<file path="src/rtl/alu_nibble_sequencer_if.sv">
// Host-side start/busy/done bus of the nibble-serial ALU sequencer.
// The host drives operands and start; the sequencer returns result and flags.
interface alu_nibble_sequencer_if #(
    parameter int NIBBLES = 4
);
    localparam int W = 4 * NIBBLES;

    logic         start;
    logic [W-1:0] op_a;
    logic [W-1:0] op_b;
    logic [2:0]   op_f;
    logic         op_com;
    logic         shift_in;
    logic         busy;
    logic         done;
    logic [W-1:0] result;
    logic         flag_carry;
    logic         flag_zero;
    logic         flag_negzero;
    logic         flag_equ;
    logic         flag_ovf;

    modport master (
        output start, op_a, op_b, op_f, op_com, shift_in,
        input  busy, done, result,
        input  flag_carry, flag_zero, flag_negzero, flag_equ, flag_ovf
    );

    modport slave (
        input  start, op_a, op_b, op_f, op_com, shift_in,
        output busy, done, result,
        output flag_carry, flag_zero, flag_negzero, flag_equ, flag_ovf
    );
endinterface

</file>
<file path="src/rtl/alu_nibble_sequencer.sv">
// Runs one 4-bit ALU slice over NIBBLES nibbles, one nibble per clock.
// Define ALU_SEQ_OVF_EN to build the signed-overflow flag (else tied to 0).
module alu_nibble_sequencer #(
    parameter int NIBBLES = 4
) (
    input  logic                  clk,
    input  logic                  rst,
    alu_nibble_sequencer_if.slave host,
    output logic [3:0]            slice_a,
    output logic [3:0]            slice_b,
    output logic [2:0]            slice_f,
    output logic                  slice_com,
    output logic                  slice_ci_right,
    output logic                  slice_ci_left,
    input  logic [3:0]            slice_d,
    input  logic                  slice_co_left,
    input  logic                  slice_co_right,
    input  logic                  slice_equ
);
    localparam int W  = 4 * NIBBLES;
    localparam int IW = (NIBBLES > 2) ? $clog2(NIBBLES) : 1;
    localparam logic [IW-1:0] LAST = IW'(NIBBLES - 1);
    localparam logic [2:0] F_ADD = 3'd0;
    localparam logic [2:0] F_SHR = 3'd6;
    localparam logic [2:0] F_SHL = 3'd7;

    typedef enum logic [1:0] {IDLE, RUN, DONE} state_t;

    state_t        state;
    logic [W-1:0]  a_q, b_q, res_q, res_nxt;
    logic [2:0]    f_q;
    logic          com_q, chain, chain_nxt, equ_acc;
    logic [IW-1:0] idx;
    logic          is_shr, last, carry_en;
    logic          busy_q, done_q;
    logic          carry_q, zero_q, negzero_q, equ_q;

    assign is_shr    = (f_q == F_SHR);
    assign last      = is_shr ? (idx == '0) : (idx == LAST);
    assign carry_en  = (f_q == F_ADD) || (f_q == F_SHL) || is_shr;
    assign chain_nxt = is_shr ? slice_co_right : slice_co_left;

    always_comb begin
        slice_a        = '0;
        slice_b        = '0;
        slice_f        = '0;
        slice_com      = 1'b0;
        slice_ci_right = 1'b0;
        slice_ci_left  = 1'b0;
        if (state == RUN) begin
            slice_a        = a_q[{idx, 2'b00} +: 4];
            slice_b        = b_q[{idx, 2'b00} +: 4];
            slice_f        = f_q;
            slice_com      = com_q;
            slice_ci_right = is_shr ? 1'b0 : chain;
            slice_ci_left  = is_shr ? chain : 1'b0;
        end
    end

    // Result with the current nibble merged in, so flags see the full word
    always_comb begin
        res_nxt = res_q;
        res_nxt[{idx, 2'b00} +: 4] = slice_d;
    end

    always_ff @(posedge clk or posedge rst) begin
        if (rst) begin
            state     <= IDLE;
            a_q       <= '0;
            b_q       <= '0;
            f_q       <= '0;
            com_q     <= 1'b0;
            chain     <= 1'b0;
            equ_acc   <= 1'b0;
            idx       <= '0;
            res_q     <= '0;
            busy_q    <= 1'b0;
            done_q    <= 1'b0;
            carry_q   <= 1'b0;
            zero_q    <= 1'b0;
            negzero_q <= 1'b0;
            equ_q     <= 1'b0;
        end else begin
            done_q <= 1'b0;
            unique case (state)
                IDLE: begin
                    if (host.start) begin
                        a_q     <= host.op_a;
                        b_q     <= host.op_b;
                        f_q     <= host.op_f;
                        com_q   <= host.op_com;
                        chain   <= host.shift_in;
                        equ_acc <= 1'b1;
                        idx     <= (host.op_f == F_SHR) ? LAST : '0;
                        busy_q  <= 1'b1;
                        state   <= RUN;
                    end
                end
                RUN: begin
                    res_q   <= res_nxt;
                    chain   <= chain_nxt;
                    equ_acc <= equ_acc & slice_equ;
                    if (last) begin
                        state     <= DONE;
                        done_q    <= 1'b1;
                        carry_q   <= carry_en & chain_nxt;
                        zero_q    <= (res_nxt == '0);
                        negzero_q <= (&res_nxt);
                        equ_q     <= equ_acc & slice_equ;
                    end else begin
                        idx <= is_shr ? idx - 1'b1 : idx + 1'b1;
                    end
                end
                DONE: begin
                    busy_q <= 1'b0;
                    idx    <= '0;
                    state  <= IDLE;
                end
                default: state <= IDLE;
            endcase
        end
    end

`ifdef ALU_SEQ_OVF_EN
    logic ovf_q;

    // com=0 here, so res_nxt msb is the pre-complement sum msb
    always_ff @(posedge clk or posedge rst) begin
        if (rst) begin
            ovf_q <= 1'b0;
        end else if (state == RUN && last) begin
            ovf_q <= (f_q == F_ADD) && !com_q
                  && (a_q[W-1] == b_q[W-1])
                  && (res_nxt[W-1] != a_q[W-1]);
        end
    end

    assign host.flag_ovf = ovf_q;
`else
    assign host.flag_ovf = 1'b0;
`endif

    assign host.busy         = busy_q;
    assign host.done         = done_q;
    assign host.result       = res_q;
    assign host.flag_carry   = carry_q;
    assign host.flag_zero    = zero_q;
    assign host.flag_negzero = negzero_q;
    assign host.flag_equ     = equ_q;
endmodule

</file>
<file path="src/flat_wrapper.sv">
// flat-port wrapper written by rule: the top's interface ports become plain ports
module alu_nibble_sequencer_flat 
#(
    parameter int NIBBLES = 4
)
  (clk, rst, slice_a, slice_b, slice_f, slice_com, slice_ci_right, slice_ci_left, slice_d, slice_co_left, slice_co_right, slice_equ, host_start, host_op_a, host_op_b, host_op_f, host_op_com, host_shift_in, host_busy, host_done, host_result, host_flag_carry, host_flag_zero, host_flag_negzero, host_flag_equ, host_flag_ovf);
  alu_nibble_sequencer_if #(.NIBBLES(NIBBLES)) host_i ();
  input  logic clk;
  input  logic rst;
  output logic [3:0] slice_a;
  output logic [3:0] slice_b;
  output logic [2:0] slice_f;
  output logic slice_com;
  output logic slice_ci_right;
  output logic slice_ci_left;
  input  logic [3:0] slice_d;
  input  logic slice_co_left;
  input  logic slice_co_right;
  input  logic slice_equ;
  input wire logic [$bits(host_i.start)-1:0] host_start;
  input wire logic [$bits(host_i.op_a)-1:0] host_op_a;
  input wire logic [$bits(host_i.op_b)-1:0] host_op_b;
  input wire logic [$bits(host_i.op_f)-1:0] host_op_f;
  input wire logic [$bits(host_i.op_com)-1:0] host_op_com;
  input wire logic [$bits(host_i.shift_in)-1:0] host_shift_in;
  output wire logic [$bits(host_i.busy)-1:0] host_busy;
  output wire logic [$bits(host_i.done)-1:0] host_done;
  output wire logic [$bits(host_i.result)-1:0] host_result;
  output wire logic [$bits(host_i.flag_carry)-1:0] host_flag_carry;
  output wire logic [$bits(host_i.flag_zero)-1:0] host_flag_zero;
  output wire logic [$bits(host_i.flag_negzero)-1:0] host_flag_negzero;
  output wire logic [$bits(host_i.flag_equ)-1:0] host_flag_equ;
  output wire logic [$bits(host_i.flag_ovf)-1:0] host_flag_ovf;
  assign host_i.start = host_start;
  assign host_i.op_a = host_op_a;
  assign host_i.op_b = host_op_b;
  assign host_i.op_f = host_op_f;
  assign host_i.op_com = host_op_com;
  assign host_i.shift_in = host_shift_in;
  assign host_busy = host_i.busy;
  assign host_done = host_i.done;
  assign host_result = host_i.result;
  assign host_flag_carry = host_i.flag_carry;
  assign host_flag_zero = host_i.flag_zero;
  assign host_flag_negzero = host_i.flag_negzero;
  assign host_flag_equ = host_i.flag_equ;
  assign host_flag_ovf = host_i.flag_ovf;
  alu_nibble_sequencer #(.NIBBLES(NIBBLES)) u_core (.clk(clk), .rst(rst), .host(host_i), .slice_a(slice_a), .slice_b(slice_b), .slice_f(slice_f), .slice_com(slice_com), .slice_ci_right(slice_ci_right), .slice_ci_left(slice_ci_left), .slice_d(slice_d), .slice_co_left(slice_co_left), .slice_co_right(slice_co_right), .slice_equ(slice_equ));
endmodule
</file>
<file path="config.mk">
export PLATFORM = sky130hd
export DESIGN_NAME = alu_nibble_sequencer_flat
export DESIGN_NICKNAME = d
export VERILOG_FILES = /design/src/rtl/alu_nibble_sequencer_if.sv /design/src/rtl/alu_nibble_sequencer.sv /design/src/flat_wrapper.sv
export SDC_FILE = /design/constraint.sdc
export NUM_CORES = 1
export LEC_CHECK = 0
export ABC_CLOCK_PERIOD_IN_PS = 5100
export CORE_ASPECT_RATIO = 0.6
export CORE_MARGIN = 10
export CORE_UTILIZATION = 53
export CTS_BUF_LIST = sky130_fd_sc_hd__clkbuf_8 sky130_fd_sc_hd__clkbuf_16
export DETAILED_ROUTE_END_ITERATION = 10
export GPL_TIMING_DRIVEN = 0
export PLACE_DENSITY = 0.86
export SETUP_SLACK_MARGIN = 0.4
export SLEW_MARGIN = 20
export SYNTH_ARGS = -nofsm -noshare
export SYNTH_HDL_FRONTEND = slang
export SYNTH_SLANG_ARGS = --single-unit
</file>
<file path="constraint.sdc">
create_clock -name clk -period 5.1 [get_ports clk]
set_input_delay 1.02 -clock clk [delete_from_list [all_inputs] [get_ports clk]]
set_output_delay 1.02 -clock clk [all_outputs]
set_load 0.005 [all_outputs]
</file>
==> results of run 1 <==
metrics by stage:
stage / instances / util [%] / setup WS (ns) / total power [µW]
5_1_grt: 475 / 76.9 / 1.52 / 2720
3_3_place_gp: 458 / 72.4 / 1.42 / 2000
4_1_cts: 475 / 76.9 / 1.68 / 2560
6_report: 475 / 76.9 / 1.69 / 2560
3_5_place_dp: 459 / 72.9 / 2.07 / 2050
2_1_floorplan: 296 / - / 2.48 / 1540
routing by layer:
metal  wire (µm)  track usage (%)  vias up
met5           0                0        -
met4          97             5.28        0
met3        1010             9.15       11
met2        4130             31.1      136
met1        3790             22.9     1285
li1            -                -     1238
placed cells by master (no fill, tap or decap), drive strengths merged, types with 2 or more instances in the layout:
| cell | synthesis | layout |
|---|---|---|
| o21ai | 23 | 23 |
| clkinv | 0 | 3 |
| buf | 8 | 9 |
| mux2 | 38 | 38 |
| mux4 | 8 | 8 |
| and3b | 2 | 2 |
| a41oi | 4 | 4 |
| nand4b | 2 | 2 |
| nand2 | 43 | 43 |
| nand3 | 4 | 4 |
| bufinv | 0 | 2 |
| inv | 9 | 10 |
| a31oi | 2 | 2 |
| dfrtp | 64 | 64 |
| clkbuf | 5 | 15 |
| o31ai | 3 | 3 |
| nor4 | 6 | 6 |
| nand2b | 2 | 2 |
| nor2b | 8 | 8 |
| a21oi | 12 | 12 |
| ha | 9 | 9 |
| clkdlybuf4s50 | 0 | 82 |
| and2 | 12 | 12 |
| o22ai | 5 | 5 |
| nor2 | 12 | 12 |
sequential cells by signal (all words and copies together) (netlist names):
name,cells
u_core.a_q,16
u_core.b_q,16
u_core.chain,1
u_core.com_q,1
u_core.equ_acc,1
u_core.f_q,3
u_core.host.busy,1
u_core.host.done,1
u_core.host.flag_carry,1
u_core.host.flag_equ,1
u_core.host.flag_negzero,1
u_core.host.flag_zero,1
u_core.host.result,16
u_core.idx,2
u_core.state,2
worst max-delay path: cells and delay by family, from the launching register on:
| kind | cells | cell delay, ns |
|---|---|---|
| adders and majority gates | 1 | 0.15 |
| and+or+nand+nor | 1 | 0.22 |
| buffers and inverters | 4 | 1.29 |
| DFF | 1 | 0.39 |
power by group through the flow:
stage | registers (µW) | logic (µW) | clock network (µW)
floorplan | 876 | 663 | 0
finish | 921 | 1140 | 496
global placement | 906 | 1090 | 0
global route | 952 | 1250 | 525
detailed placement | 924 | 1130 | 0
CTS | 916 | 1140 | 501
Yosys cell counts, types with 3 or more instances:
master,n
a21oi_1,12
a41oi_1,4
and2_1,12
buf_2,6
clkbuf_1,5
dfrtp_1,64
ha_1,9
inv_1,9
mux2_2,38
mux4_2,8
nand2_1,43
nand3_1,4
nor2_1,12
nor2b_1,8
nor4_1,6
o21ai_0,22
o22ai_1,5
o31ai_1,3
final timing paths:
path,from,end,slack [ns],cells after the start
max,u_core.state[1],slice_a[3],1.69,6
min,u_core.host.flag_equ,u_core.host.flag_equ,0.48,2
max reg2reg,u_core.idx[0],u_core.host.flag_negzero,2.40,9
min reg2reg,u_core.host.flag_equ,u_core.host.flag_equ,0.48,2
max in group asynchronous,rst,u_core.com_q,3.71,3
min in group asynchronous,rst,u_core.host.result[10],0.90,2
cells by family after synthesis:
group / count (synthesis)
adders and majority gates: 9
muxes: 47
other: 1
buffers and inverters: 22
and+or+nand+nor: 98
DFF: 64
AOI/OAI and AO/OA: 54
xor gates and xnor gates: 1
layout make-up:
cell class | instances | area, µm² | share of cell area (%)
clock buffers | 10 | 138 | 3.11
well taps | 80 | 100 | 2.26
repair buffers | 83 | 848 | 19.2
inverters | 9 | 36.3 | 0.820
flip-flops and latches | 64 | 1600 | 36.2
multi-input cells | 210 | 1550 | 35.0
plain buffers | 13 | 60.1 | 1.36
clock inverters | 6 | 91.3 | 2.06
==> key figures, run 1 <==
STA
  – Final Hold Viols: 0
  – RSZ-0062 raised after global routing: no
  – Max Slew Vio Count: 0
  – Worst Clk Skew: 0.00963 ns
  – Final Cycle Share: about two thirds
  – # setup viols final: 0
  – Crit path time final: 3.41 ns
  – Fmax: roughly 290 MHz
  – Setup total negative slack: 0 ns
  – Slew @ Worst Pin: 0.552 ns
  – Slew HR: between 60 and 70%
  – Min Hold Slack: slightly below 0.5 ns

CTS
  – Num CTS Buffers: 9
  – CTS-repair resized insts: 0
  – Reg clk slew, reported paths: 0.07 ns
  – CTS tree: built
  – H-tree depth: 3
  – Worst-Skew Late Latency: ~0.35 ns
  – # clock sinks: 64
  – Max clock buf depth: 2
  – Postcts setup bufs: 0
  – CTS root buf: clkbuf_8
  – Hold Buf Count CTS: 0

Cells and area
  – Final #Nets: about 450
  – Fin area: between 4000 and 5000 µm²
  – Diode count: 0
  – Share of layout cells above drive strength 1: a little under a fifth
  – Fillers: between 300 and 400
  – Layout Area Growth over Synthesis: 36.4%

Global route
  – Vias in the first global route: roughly 2900
  – Total grt overflow: 0
  – Initial antenna violation count: 0
  – Global-route wire length before repair: between 10000 and 15000 µm
  – Largest net degree at the start of global routing: 59
  – GRT Total Usage: 19.4%

Floorplan
  – Io pins: 84
  – Die ar.: slightly below 10000 µm²
  – # rows: 21
  – Initial core utilization: between 50% and 60%
  – Floorplan core area: roughly 5800 µm²
  – Die height: 80.6 µm
  – Die Width: around 120 µm

Synth
  – Sequential share of the synthesized area: between 40% and 50%
  – Yosys cell types: 40
  – Post-synthesis xor/xnor area fraction: 0.270%
  – Main flop type after synthesis: dfrtp_1
  – Adder-cell area share of the yosys netlist: 3.47%
  – Mapped cell area: about 3200 µm²
  – Mux share of post-synthesis cell area: between 10% and 20%
  – Yosys reg bits: 64
  – Ys Warns: 0
  – Mean Syn Cell Area: ~11 µm²
  – Largest area contributor in the netlist: dfrtp_1
  – Syn_nets: 352
  – Largest family of logic cells by synthesized area: multiplexers
  – Post-synth top area share: ~49%
  – Synth Area in Compound Gates: 9.91%
  – Number of flops mapped to enable cells by yosys: 0
  – Area share of and/or/nand/nor cells after synthesis: between 10% and 20%
  – Top post-synthesis cells by area: dfrtp_1 (49%), mux2_2 (13%), mux4_2 (5.6%)
  – Ys async rst share: 100%
  – Synth Instances: 296

Status
  – Status: complete, no violations

Drt
  – Vias/cell: 5.62
  – DRT iter0 DRCs: 196
  – DRT Pass-1 Iters: 4
  – DR WL/cell: about 19 µm
  – DRC viols: 0
  – Vias: around 2700
  – Routed Antenna Nets: 0
  – Final WL: 9020 µm

Setup path
  – Critical-path top delay cell: clkdlybuf4s50_1
  – CP max FO: 10
  – CP Data Arrival Time: ~2.4 ns
  – Worst Setup End Kind: primary output
  – CP required: 4.08 ns
  – Most common cell on crit path: clkbuf_1
  – Critical Path Max Stage Delay: just over 0.5 ns
  – WS Path Type: flip-flop to primary output
  – Critical Path Source Type: flip-flop
  – CP Cell Sequence: inv_1 > ha_1 > clkbuf_1 > clkbuf_1 > and2_1 > clkdlybuf4s50_1

Pwr
  – Int Power: about 1700 µW
  – LEAKAGE: between 0.0015 and 0.002 µW
  – Clk pwr share: between 10% and 20%
  – Register share of total power: between 30% and 40%
  – Peak supply drop: about 0.00028 V
  – Gate power share: between 40% and 50%
  – Power density cells: approximately 580 nW/µm²
  – Switching share of power: between 30% and 40%
  – Switch Pwr: slightly below 900 µW

Placed design
  – # port buffers: 82
  – Routability cong.: 0.930
  – DP Area: about 4200 µm²
  – Hpwl dp: between 6000 and 7000 µm

Worst hold path
  – Worst Hold Class: flip-flop to flip-flop

Flow run
  – # Max-Cap Violations: 0
No activity file was read; power rests on OpenSTA's default activity.
==> run 2, diff against run 1 <==
--- a/config.mk
+++ b/config.mk
@@ -5,14 +5,14 @@
 export SDC_FILE = /design/constraint.sdc
 export NUM_CORES = 1
 export LEC_CHECK = 0
-export ABC_CLOCK_PERIOD_IN_PS = 5100
+export ABC_CLOCK_PERIOD_IN_PS = 2930
 export CORE_ASPECT_RATIO = 0.6
 export CORE_MARGIN = 10
-export CORE_UTILIZATION = 53
+export CORE_UTILIZATION = 44
 export CTS_BUF_LIST = sky130_fd_sc_hd__clkbuf_8 sky130_fd_sc_hd__clkbuf_16
 export DETAILED_ROUTE_END_ITERATION = 10
 export GPL_TIMING_DRIVEN = 0
-export PLACE_DENSITY = 0.86
+export PLACE_DENSITY = 0.76
 export SETUP_SLACK_MARGIN = 0.4
 export SLEW_MARGIN = 20
 export SYNTH_ARGS = -nofsm -noshare
==> constraint.sdc (replaced) <==
create_clock -name clk -period 2.93 [get_ports clk]
set_input_delay 0.586 -clock clk [delete_from_list [all_inputs] [get_ports clk]]
set_output_delay 0.586 -clock clk [all_outputs]
set_load 0.005 [all_outputs]
==> run 2 against run 1 <==
- clock skew fell by 0.0023 ns
- utilization shrank 13 points
- setup slack lost 1.2 ns
- cell count up 4.6%
- hold slack lost 0.0082 ns
- sequential share of layout area shrank 1.5 points
- cell area is 4.4% higher
- via count up 1.2%
- global-route usage shrank 3.7 points
- largest cell class unchanged
==> key figures, run 2 (same netlist as run 1, synthesis figures left out) <==
Global route
  – Global-route wire length before repair: between 10000 and 15000 µm
  – Initial antenna violation count: 0
  – Total grt overflow: 0
  – Largest net degree at the start of global routing: 44
  – Vias in the first global route: 2747
  – GRT Total Usage: 15.7%

STA
  – Crit path time final: approximately 2.5 ns
  – Final Hold Viols: 0
  – Slew @ Worst Pin: 0.607 ns
  – Fmax: between 400 and 500 MHz
  – Slew HR: between 50% and 60%
  – RSZ-0062 raised after global routing: no
  – Final Cycle Share: between 80% and 90%
  – Max Slew Vio Count: 0
  – Worst Clk Skew: between 0.007 and 0.008 ns
  – Setup total negative slack: 0 ns
  – Setup slack after layout: roughly 0.48 ns
  – # setup viols final: 0

Floorplan
  – Die ar.: roughly 11000 µm²
  – Die height: between 80 and 90 µm
  – Die Width: between 100 and 150 µm
  – Floorplan core area: between 7000 and 8000 µm²
  – Io pins: 84
  – # rows: 24
  – Initial core utilization: a little under half

Cells and area
  – Commonest non-fill, non-tap cell in the layout: clkdlybuf4s50_1
  – Share of layout cells above drive strength 1: between 20% and 30%
  – Diode count: 0
  – Fillers: just under 600
  – Fin util: roughly 64%
  – Final #Nets: about 460
  – Fin area: 4620 µm²
  – Layout Area Growth over Synthesis: 42.4%
  – Commonest non-fill, non-tap cells in the layout: clkdlybuf4s50_1 (72), dfrtp_1 (63), nand2_1 (43)

Status
  – Status: complete, no violations

Drt
  – DRT Pass-1 Iters: 4
  – Vias: 2701
  – DRC viols: 0
  – Vias/cell: roughly 5.4
  – Routed Antenna Nets: 0
  – DRT iter0 DRCs: ~180
  – Final WL: 8780 µm
  – DR WL/cell: about 18 µm

CTS
  – H-tree depth: 3
  – Num CTS Buffers: 9
  – Reg clk slew, reported paths: about 0.06 ns
  – # clock sinks: 64
  – CTS root buf: clkbuf_16
  – Hold Buf Count CTS: 0
  – CTS tree: built
  – Worst-Skew Late Latency: ~0.32 ns
  – Max clock buf depth: 2

Setup path
  – Largest delay share family, worst path: buffers and inverters
  – CP Cell Sequence: inv_2 > ha_2 > clkbuf_8 > buf_8 > and2_1 > clkdlybuf4s50_1
  – WS Path Type: flip-flop to primary output
  – Flop2flop setup slack: between 0.5 and 0.6 ns
  – Critical Path Max Stage Delay: 0.50 ns
  – R2R Path End: u_core.host.flag_negzero
  – Worst Setup End Kind: primary output
  – Critical Path Source Type: flip-flop
  – Buf/Inv on CP: 4
  – CP Data Arrival Time: around 1.9 ns
  – Critical-path top delay cell: clkdlybuf4s50_1
  – Reg2reg path depth: 9
  – CP max FO: 10
  – RR Startpoint: u_core.idx[0]
  – CP required: 2.34 ns

Placed design
  – Routability cong.: slightly below 0.9
  – Setup WS pre-CTS: a little under 0.3 ns
  – Hpwl dp: ~6600 µm
  – # port buffers: between 80 and 90
  – DP Area: 4200 µm²

Pwr
  – Power density cells: ~1000 nW/µm²
  – LEAKAGE: just over 0.002 µW
  – Peak supply drop: 0.000428 V
  – Final Total Pwr: ~4600 µW

Flow run
  – # Max-Cap Violations: 0

Worst hold path
  – Worst hold start: u_core.host.flag_zero
  – Hold Crit Endpoint: u_core.host.flag_zero
  – Worst Hold Class: flip-flop to flip-flop
  – Worst hold stages: 2
## run 2: changes by cell type in the layout (fill, tap and decap cells not counted), sizes merged
| cell | before | now |
|---|---|---|
| clkinvlp | 0 | 3 |
| clkinv | 3 | 2 |
| dlygate4sd2 | 0 | 7 |
| clkdlybuf4s50 | 82 | 72 |
| clkbuf | 15 | 13 |
| buf | 9 | 22 |
| bufinv | 2 | 0 |
| dlymetal6s2s | 0 | 3 |
## run 2: timing repair
item                                    CTS  global route
pin swaps                                 0             0
gates resized for setup                  23             8
buffers inserted                          7             4
endpoints found under the setup margin   16             8
## run 2: final cells by class
class                      count  area [µm²]  area share (%)
clock buffer                  10         239            5.17
sequential                    64        1600            34.7
tap                           91         114            2.46
inverter                       9        36.3           0.785
clock inverter                 6        36.3           0.785
buffer                        13         109            2.36
multi-input combinational    210        1560            33.7
timing repair buffer          94         926            20.0
## run 2: worst max-delay path by stage
stage	start	end	slack, ns	cells past startpoint
after floorplan	u_core.idx[0]	u_core.host.flag_negzero	0.70	8
after global placement	rst	u_core.host.busy	-0.38	2
after detailed placement	u_core.state[1]	slice_b[2]	0.29	6
after CTS	u_core.idx[1]	slice_a[0]	0.41	4
after global routing	u_core.state[1]	slice_ci_left	0.40	6
final	u_core.state[1]	slice_com	0.48	6
## run 2: worst reg2reg max path, delay by kind of cell (launching register included)
kind	cells	cell delay [ns]
flip-flops	1	0.43
AND/OR/NAND/NOR	2	0.65
buffers and inverters	4	0.62
adder cells (fa/ha/maj)	1	0.30
AO/OA/AOI/OAI	2	0.30
## run 2: layer usage
| metal | up-vias | part of all wire (%) | track usage [%] |
|---|---|---|---|
| met5 | - | 0 | 0 |
| met4 | 0 | 0.22 | 2.41 |
| met3 | 6 | 12 | 6.65 |
| met2 | 126 | 43 | 23.2 |
| met1 | 1311 | 45 | 21.2 |
| li1 | 1258 | - | - |
## run 2: metrics by stage
step | hold slack, ns | cells
after floorplan | 0.469 | 296
after global placement | 0.461 | 469
after detailed placement | 0.469 | 470
after CTS | 0.482 | 493
after global routing | 0.519 | 497
final | 0.476 | 497
## run 2: power by group
| part | switching [µW] | internal, µW |
|---|---|---|
| Combinational | 888 | 1180 |
| Clock | 380 | 588 |
| Sequential | 286 | 1300 |
| Total | 1550 | 3070 |
